**src/rtl/emmc_rx_pkg.sv**
```systemverilog
// Shared types and constants for the eMMC DDR 4-bit DAT-line receiver.
// Holds the receiver state encoding and the CRC16-CCITT single-bit step.
package emmc_rx_pkg;

  typedef enum logic [2:0] {
    ST_IDLE       = 3'd0,
    ST_WAIT_START = 3'd1,
    ST_DATA       = 3'd2,
    ST_CRC        = 3'd3,
    ST_END_BIT    = 3'd4
  } rx_state_e;

  localparam logic [15:0] CRC16_POLY = 16'h1021;

  // One MSB-first shift of x^16+x^12+x^5+1.
  function automatic logic [15:0] crc16_step(input logic [15:0] crc, input logic din);
    logic fb;
    fb = crc[15] ^ din;
    return {crc[14:0], 1'b0} ^ (fb ? CRC16_POLY : 16'h0000);
  endfunction

endpackage

```
**src/rtl/crc16_serial.sv**
```systemverilog
// Bit-serial CRC16-CCITT engine, init 0, MSB first.
// Clear has priority over shift; state holds when neither is asserted.
module crc16_serial
  import emmc_rx_pkg::*;
(
  input  logic        clk,
  input  logic        rst,
  input  logic        clr,
  input  logic        shift,
  input  logic        din,
  output logic [15:0] crc
);

  logic [15:0] crc_q;
  logic [15:0] crc_d;

  // Next CRC state
  always_comb begin
    crc_d = crc_q;
    if (clr) begin
      crc_d = 16'h0000;
    end else if (shift) begin
      crc_d = crc16_step(crc_q, din);
    end else begin
      crc_d = crc_q;
    end
  end

  // CRC state register
  always_ff @(posedge clk) begin
    if (rst) begin
      crc_q <= 16'h0000;
    end else begin
      crc_q <= crc_d;
    end
  end

  assign crc = crc_q;

endmodule

```
**src/rtl/emmc_ddr_dat_rx.sv**
```systemverilog
// eMMC DDR 4-bit DAT-line block receiver: start-bit search with timeout, byte
// delivery straight from the IDDR outputs, per-line/per-edge CRC16 check, end bit.
module emmc_ddr_dat_rx
  import emmc_rx_pkg::*;
#(
  parameter int TO_W  = 16,
  parameter int LEN_W = 10
) (
  input  logic             clk,
  input  logic             rst,
  input  logic [3:0]       dat_rise,
  input  logic [3:0]       dat_fall,
  input  logic             start,
  input  logic [LEN_W-1:0] blk_len,
  input  logic [TO_W-1:0]  to_limit,
  output logic [7:0]       rx_data,
  output logic             rx_valid,
  output logic             done,
  output logic             crc_err,
  output logic             end_err,
  output logic             timeout,
  output logic             busy
);

  localparam logic [LEN_W:0]  BYTE_LAST = (LEN_W+1)'(1);
  localparam logic [TO_W-1:0] TO_LAST   = TO_W'(1);

  rx_state_e        state_q, state_d;
  logic [LEN_W:0]   byte_cnt_q, byte_cnt_d;
  logic [TO_W-1:0]  to_cnt_q, to_cnt_d;
  logic [3:0]       crc_cnt_q, crc_cnt_d;
  logic             crc_bad_q, crc_bad_d;

  logic             start_bit;
  logic             crc_clr;
  logic             crc_shift;
  logic             crc_mismatch;
  logic             residue_nz;
  logic [3:0]       rise_msb, fall_msb;
  logic [3:0]       rise_res, fall_res;

  assign start_bit = (dat_rise == 4'h0);
  assign crc_clr   = (state_q == ST_IDLE) && start;
  assign crc_shift = (state_q == ST_DATA) || (state_q == ST_CRC);

  // Received CRC bits are fed into the engines too, so a clean block leaves a
  // zero residue that cross-checks the per-bit compare.
  for (genvar n = 0; n < 4; n++) begin : g_line
    logic [15:0] rise_crc;
    logic [15:0] fall_crc;

    crc16_serial u_rise (
      .clk   (clk),
      .rst   (rst),
      .clr   (crc_clr),
      .shift (crc_shift),
      .din   (dat_rise[n]),
      .crc   (rise_crc)
    );

    crc16_serial u_fall (
      .clk   (clk),
      .rst   (rst),
      .clr   (crc_clr),
      .shift (crc_shift),
      .din   (dat_fall[n]),
      .crc   (fall_crc)
    );

    assign rise_msb[n] = rise_crc[15];
    assign fall_msb[n] = fall_crc[15];
    assign rise_res[n] = |rise_crc;
    assign fall_res[n] = |fall_crc;
  end

  assign crc_mismatch = |((dat_rise ^ rise_msb) | (dat_fall ^ fall_msb));
  assign residue_nz   = |{rise_res, fall_res};

  // State and counter registers
  always_ff @(posedge clk) begin
    if (rst) begin
      state_q    <= ST_IDLE;
      byte_cnt_q <= {(LEN_W+1){1'b0}};
      to_cnt_q   <= {TO_W{1'b0}};
      crc_cnt_q  <= 4'h0;
      crc_bad_q  <= 1'b0;
    end else begin
      state_q    <= state_d;
      byte_cnt_q <= byte_cnt_d;
      to_cnt_q   <= to_cnt_d;
      crc_cnt_q  <= crc_cnt_d;
      crc_bad_q  <= crc_bad_d;
    end
  end

  // Next-state logic
  always_comb begin
    state_d = state_q;
    case (state_q)
      ST_IDLE: begin
        if (start) state_d = ST_WAIT_START;
        else       state_d = ST_IDLE;
      end
      ST_WAIT_START: begin
        if (start_bit)                 state_d = ST_DATA;
        else if (to_cnt_q <= TO_LAST)  state_d = ST_IDLE;
        else                           state_d = ST_WAIT_START;
      end
      ST_DATA: begin
        if (byte_cnt_q == BYTE_LAST) state_d = ST_CRC;
        else                         state_d = ST_DATA;
      end
      ST_CRC: begin
        if (crc_cnt_q == 4'hF) state_d = ST_END_BIT;
        else                   state_d = ST_CRC;
      end
      ST_END_BIT: state_d = ST_IDLE;
      default:    state_d = ST_IDLE;
    endcase
  end

  // Counter and sticky-error updates; blk_len of zero loads 2^LEN_W
  always_comb begin
    byte_cnt_d = byte_cnt_q;
    to_cnt_d   = to_cnt_q;
    crc_cnt_d  = crc_cnt_q;
    crc_bad_d  = crc_bad_q;
    case (state_q)
      ST_IDLE: begin
        if (start) begin
          byte_cnt_d = {(blk_len == {LEN_W{1'b0}}), blk_len};
          to_cnt_d   = to_limit;
          crc_cnt_d  = 4'h0;
          crc_bad_d  = 1'b0;
        end else begin
          crc_bad_d  = crc_bad_q;
        end
      end
      ST_WAIT_START: begin
        if (!start_bit) to_cnt_d = to_cnt_q - TO_LAST;
        else            to_cnt_d = to_cnt_q;
      end
      ST_DATA: byte_cnt_d = byte_cnt_q - BYTE_LAST;
      ST_CRC: begin
        crc_cnt_d = crc_cnt_q + 4'h1;
        crc_bad_d = crc_bad_q | crc_mismatch;
      end
      default: crc_bad_d = crc_bad_q;
    endcase
  end

  // Outputs: bytes pass through with no added latency; done/flags are Mealy
  // on the final cycle so nothing leaks out while rst is asserted
  always_comb begin
    rx_valid = (state_q == ST_DATA) && !rst;
    busy     = (state_q != ST_IDLE);
    done     = 1'b0;
    crc_err  = 1'b0;
    end_err  = 1'b0;
    timeout  = 1'b0;
    if (rx_valid) rx_data = {dat_rise, dat_fall};
    else          rx_data = 8'h00;
    case (state_q)
      ST_WAIT_START: begin
        if (!start_bit && (to_cnt_q <= TO_LAST) && !rst) begin
          done    = 1'b1;
          timeout = 1'b1;
        end else begin
          done    = 1'b0;
        end
      end
      ST_END_BIT: begin
        if (!rst) begin
          done    = 1'b1;
          end_err = (dat_rise != 4'hF);
          crc_err = crc_bad_q | residue_nz;
        end else begin
          done    = 1'b0;
        end
      end
      default: done = 1'b0;
    endcase
  end

endmodule

```
**config.mk**
```make
export PLATFORM = sky130hd
export DESIGN_NAME = emmc_ddr_dat_rx
export DESIGN_NICKNAME = d
export VERILOG_FILES = /design/src/rtl/emmc_rx_pkg.sv /design/src/rtl/crc16_serial.sv /design/src/rtl/emmc_ddr_dat_rx.sv
export SDC_FILE = /design/constraint.sdc
export NUM_CORES = 1
export LEC_CHECK = 0
export ABC_AREA = 1
export CAP_MARGIN = 15
export CORE_MARGIN = 8
export CORE_UTILIZATION = 60
export CTS_CLUSTER_SIZE = 28
export DETAILED_ROUTE_END_ITERATION = 8
export PLACE_DENSITY = 0.81
export SYNTH_ARGS = -nofsm -noshare
export SYNTH_HDL_FRONTEND = slang
export SYNTH_SLANG_ARGS = --single-unit
```
**constraint.sdc**
```tcl
create_clock -name clk -period 3.22 [get_ports clk]
set_input_delay 0.644 -clock clk [delete_from_list [all_inputs] [get_ports clk]]
set_output_delay 0.644 -clock clk [all_outputs]
set_load 0.01 [all_outputs]
```
==> metrics.md <==
| Metric | Value |
|---|---|
| Final setup violation count | `0` |
| Hold Vio Cnt, Final | `0` |
| Count of cell types in the netlist | `33` |
| Crit path launch type | `input pin` |
| Post-DRT Antenna Nets | `0` |
| Vias in the first global route | `roughly 6000` |
| Slew Viols, Final | `0` |
| First-pass GRT wire length | `approximately 28000 um` |
| Switching power | `about 1.2 mW` |
| Root Buffer | `clkbuf_16` |
| Gr ovfl total | `0` |
| Worst-path fanout max | `3` |
| Fillers | `just over 1000` |
| DR vias | `between 6000 and 7000` |
| PwrDens | `approximately 540 mW/mm2` |
| N_diodes | `0` |
| # port buffers | `50` |
| Final WL | `between 15000 and 20000 um` |
| Area Overhead vs Synth | `15.37%` |
| Synthesized instance count | `roughly 1100` |
| Worst setup EP type | `output port` |
| Seq/Total Area, Yosys | `a little over two fifths` |
| Slew margin rel. | `roughly 37%` |
| Syn Nets | `1132` |
| Worst-path clk slew | `0.06 ns` |
| Initial Utilization | `61.94%` |
| DR iter-0 viols | `approximately 630` |
| Synthesis-stage register bit count | `163` |
| Site Rows | `40` |
| Cell count after placement | `1269` |
| IO Count | `roughly 50` |
| Clock Skew | `roughly 0.0099 ns` |
| Combinational group share of total power | `around 11%` |
| Initial antenna violation count | `1` |
| Min cycle time layout | `slightly above 3 ns` |
| Worst vdd ir | `~0.37 mV` |
| Leakage | `3.326 nW` |
| Setup WS post-layout | `0.1631 ns` |
| Die area | `between 0.015 and 0.02 mm2` |
| Met3 WL post-DR | `between 1000 and 1500 um` |
| Die Y-Extent | `127.6 um` |
| CP Class | `input pin to output port` |
| Sw Share | `25.49%` |
| Clock network power share | `a little over two fifths` |
| Largest net degree at the start of global routing | `97` |
| Initial DRT Pass Iterations | `6` |
| H-tree Lvls | `4` |
| CTS sink cnt | `163` |
| Worst-Margin Slew | `0.9480 ns` |
| Power share of the sequential group | `a little under half` |
| Hpwl dp | `about 11000 um` |
| Tcrit/Tclk final | `a little over nine tenths` |
| Max clock buf depth | `2` |
| Via density | `about 5.3` |
| TritonCTS clock tree | `done` |
| Maxcap violations | `0` |
| Post-layout nets | `1163` |
| TritonCTS Buffers | `17` |
| Clock latency on the worst-skew pair | `roughly 0.43 ns` |
| Wire length on met1 | `7749 um` |
| Dpl ws | `0.1835 ns` |
| Outcome | `completed` |
| Worst path arrival time | `approximately 2.4 ns` |
| Gpl congestion | `0.9553` |
| DR WL met2 | `~7700 um` |
| Tot GR Track Use | `between 20% and 30%` |
| Smallest hold slack | `~0.47 ns` |
| Top Metal Used | `met5` |
| DRC errors left | `0` |
| Synth warn | `0` |
| Layout cells sized above 1 | `between 6 and 7%` |
| Chip Width | `roughly 130 um` |
| RSZ-0062 raised after global routing | `false` |
| Syn Std Cell Area | `~0.0075 mm2` |
| Core region area | `about 0.012 mm2` |
| Mean Syn Cell Area | `~6.9 um2` |
| Internal cell power | `between 3 and 4 mW` |
| Cell Count, Final, Fillers Out | `around 1300` |
| Critical Path RT | `2.58 ns` |
| Max Clk Rate | `about 330 MHz` |
| WL per Instance | `12.91 um` |
| Min-Delay Path Class | `flop to flop` |
| Fin Setup TNS | `0 ns` |
| Hold-fix buffers, CTS | `0` |
[critical path: stages]
cell             delay [ns]
clkdlybuf4s50_1        0.54
inv_1                  0.09
nand4_1                0.16
nand2_2                0.10
inv_1                  0.08
nand2_1                0.06
o21ai_0                0.15
clkdlybuf4s50_1        0.59
[path summary, 6_finish.rpt]
check | startpoint | to | slack [ns] | depth (start not counted)
worst max-delay path | dat_rise[2] | done | 0.16 | 8
worst min-delay path | crc_bad_q$_SDFFE_PP0P_ | crc_bad_q$_SDFFE_PP0P_ | 0.47 | 2
worst min register to register | crc_bad_q$_SDFFE_PP0P_ | crc_bad_q$_SDFFE_PP0P_ | 0.47 | 2
worst max register to register | state_q[2]$_SDFF_PP0_ | g_line[3].u_fall.crc[12]$_SDFFE_PP0P_ | 0.80 | 7
[layout make-up]
cell class	instances	area [um2]	area share [%]
clock buffer	23	488.0	5.661
clock inverter	9	101.3	1.176
inverter	60	227.7	2.642
multi-input combinational	817	3714	43.08
sequential	163	3263	37.86
tap	168	210.2	2.439
timing repair buffer	62	615.6	7.142
[cell usage in the layout (no fill, tap or decap), drive strengths merged]
cell | synthesis | routed
o21ai | 47 | 47
clkbuf | 19 | 23
buf | 31 | 12
nor3 | 3 | 3
dfxtp | 163 | 163
or2 | 3 | 3
o221ai | 1 | 1
a31oi | 2 | 2
ha | 5 | 5
nand4 | 7 | 7
nand3 | 40 | 40
a211oi | 2 | 2
nand2 | 360 | 360
inv | 60 | 61
nand3b | 1 | 1
o211ai | 4 | 4
clkinvlp | 0 | 1
clkdlybuf4s50 | 0 | 50
a41oi | 1 | 1
nor2 | 153 | 153
bufinv | 0 | 2
o21a | 2 | 2
xnor2 | 5 | 5
a21oi | 164 | 164
clkinv | 0 | 5
xor2 | 17 | 17
[metal layers]
| metal | global-route usage [%] | vias up |
|---|---|---|
| met5 | 0 | - |
| met4 | 6.434 | 2 |
| met3 | 6.364 | 20 |
| met2 | 32.81 | 168 |
| met1 | 27.02 | 3148 |
| li1 | - | 3564 |
[repair_timing]
action / in CTS / in global routing
pin swaps: 0 / 1
gates cloned: 0 / 0
buffers inserted: 0 / 1
setup endpoints to repair: 2 / 4
gates resized for setup: 2 / 1
[synth_stat cells]
master      n  area, um2
nand2_1   355       1333
dfxtp_1   163       3263
a21oi_1   154      770.7
nor2_1    151      566.8
inv_1      51      191.4
o21ai_0    45      225.2
nand3_1    39      195.2
buf_2      19      95.09
clkbuf_1   19      71.32
xor2_1     17      148.9
a21oi_2    10      87.58
inv_2       9      33.78
buf_6       8      90.09
nand4_1     7      43.79
ha_1        5      62.56
xnor2_1     5      43.79
buf_4       4      30.03
nand2_2     4      25.02
o211ai_1    4      30.03
nor3_1      3      15.01
a211oi_1    2      15.01
a31oi_1     2      12.51
o21a_1      2      15.01
o21ai_1     2      10.01
or2_2       2      12.51
a41oi_1     1      8.760
nand2_4     1      11.26
nand3_2     1      10.01
nand3b_1    1      7.510
nor2_4      1      11.26
nor2_8      1      20.02
o221ai_1    1      8.760
or2_0       1      6.260
[state kept, by name, indices dropped and copies added (netlist names)]
register,flops
g_line.u_fall.crc,64
state_q,3
g_line.u_rise.crc,64
crc_bad_q,1
byte_cnt_q,11
to_cnt_q,16
crc_cnt_q,4
[power by group through the flow]
stage	Combinational, mW	Clock [mW]	Sequential, mW
6_report	0.528	2.02	2.11
3_5_place_dp	0.521	0	2.15
5_1_grt	0.600	2.13	2.11
4_1_cts	0.526	2.04	2.10
2_1_floorplan	0.392	0	2.14
3_3_place_gp	0.515	0	2.15
[kinds of logic after synthesis]
family,synth area share [%]
adders and majority gates,0.8374
AOI/OAI and AO/OA,15.84
and+or+nand+nor,30.21
buffers and inverters,6.850
xor gates and xnor gates,2.579
DFF,43.68
[stage by stage]
stage	cell area (um2)	util, %	power [mW]
2_1_floorplan	7471	-	2.530
3_3_place_gp	8015	66.45	2.663
3_5_place_dp	8015	66.45	2.669
4_1_cts	8607	71.36	4.674
5_1_grt	8620	71.46	4.841
6_report	8620	71.46	4.656
Power figures use the tool's default switching activity.
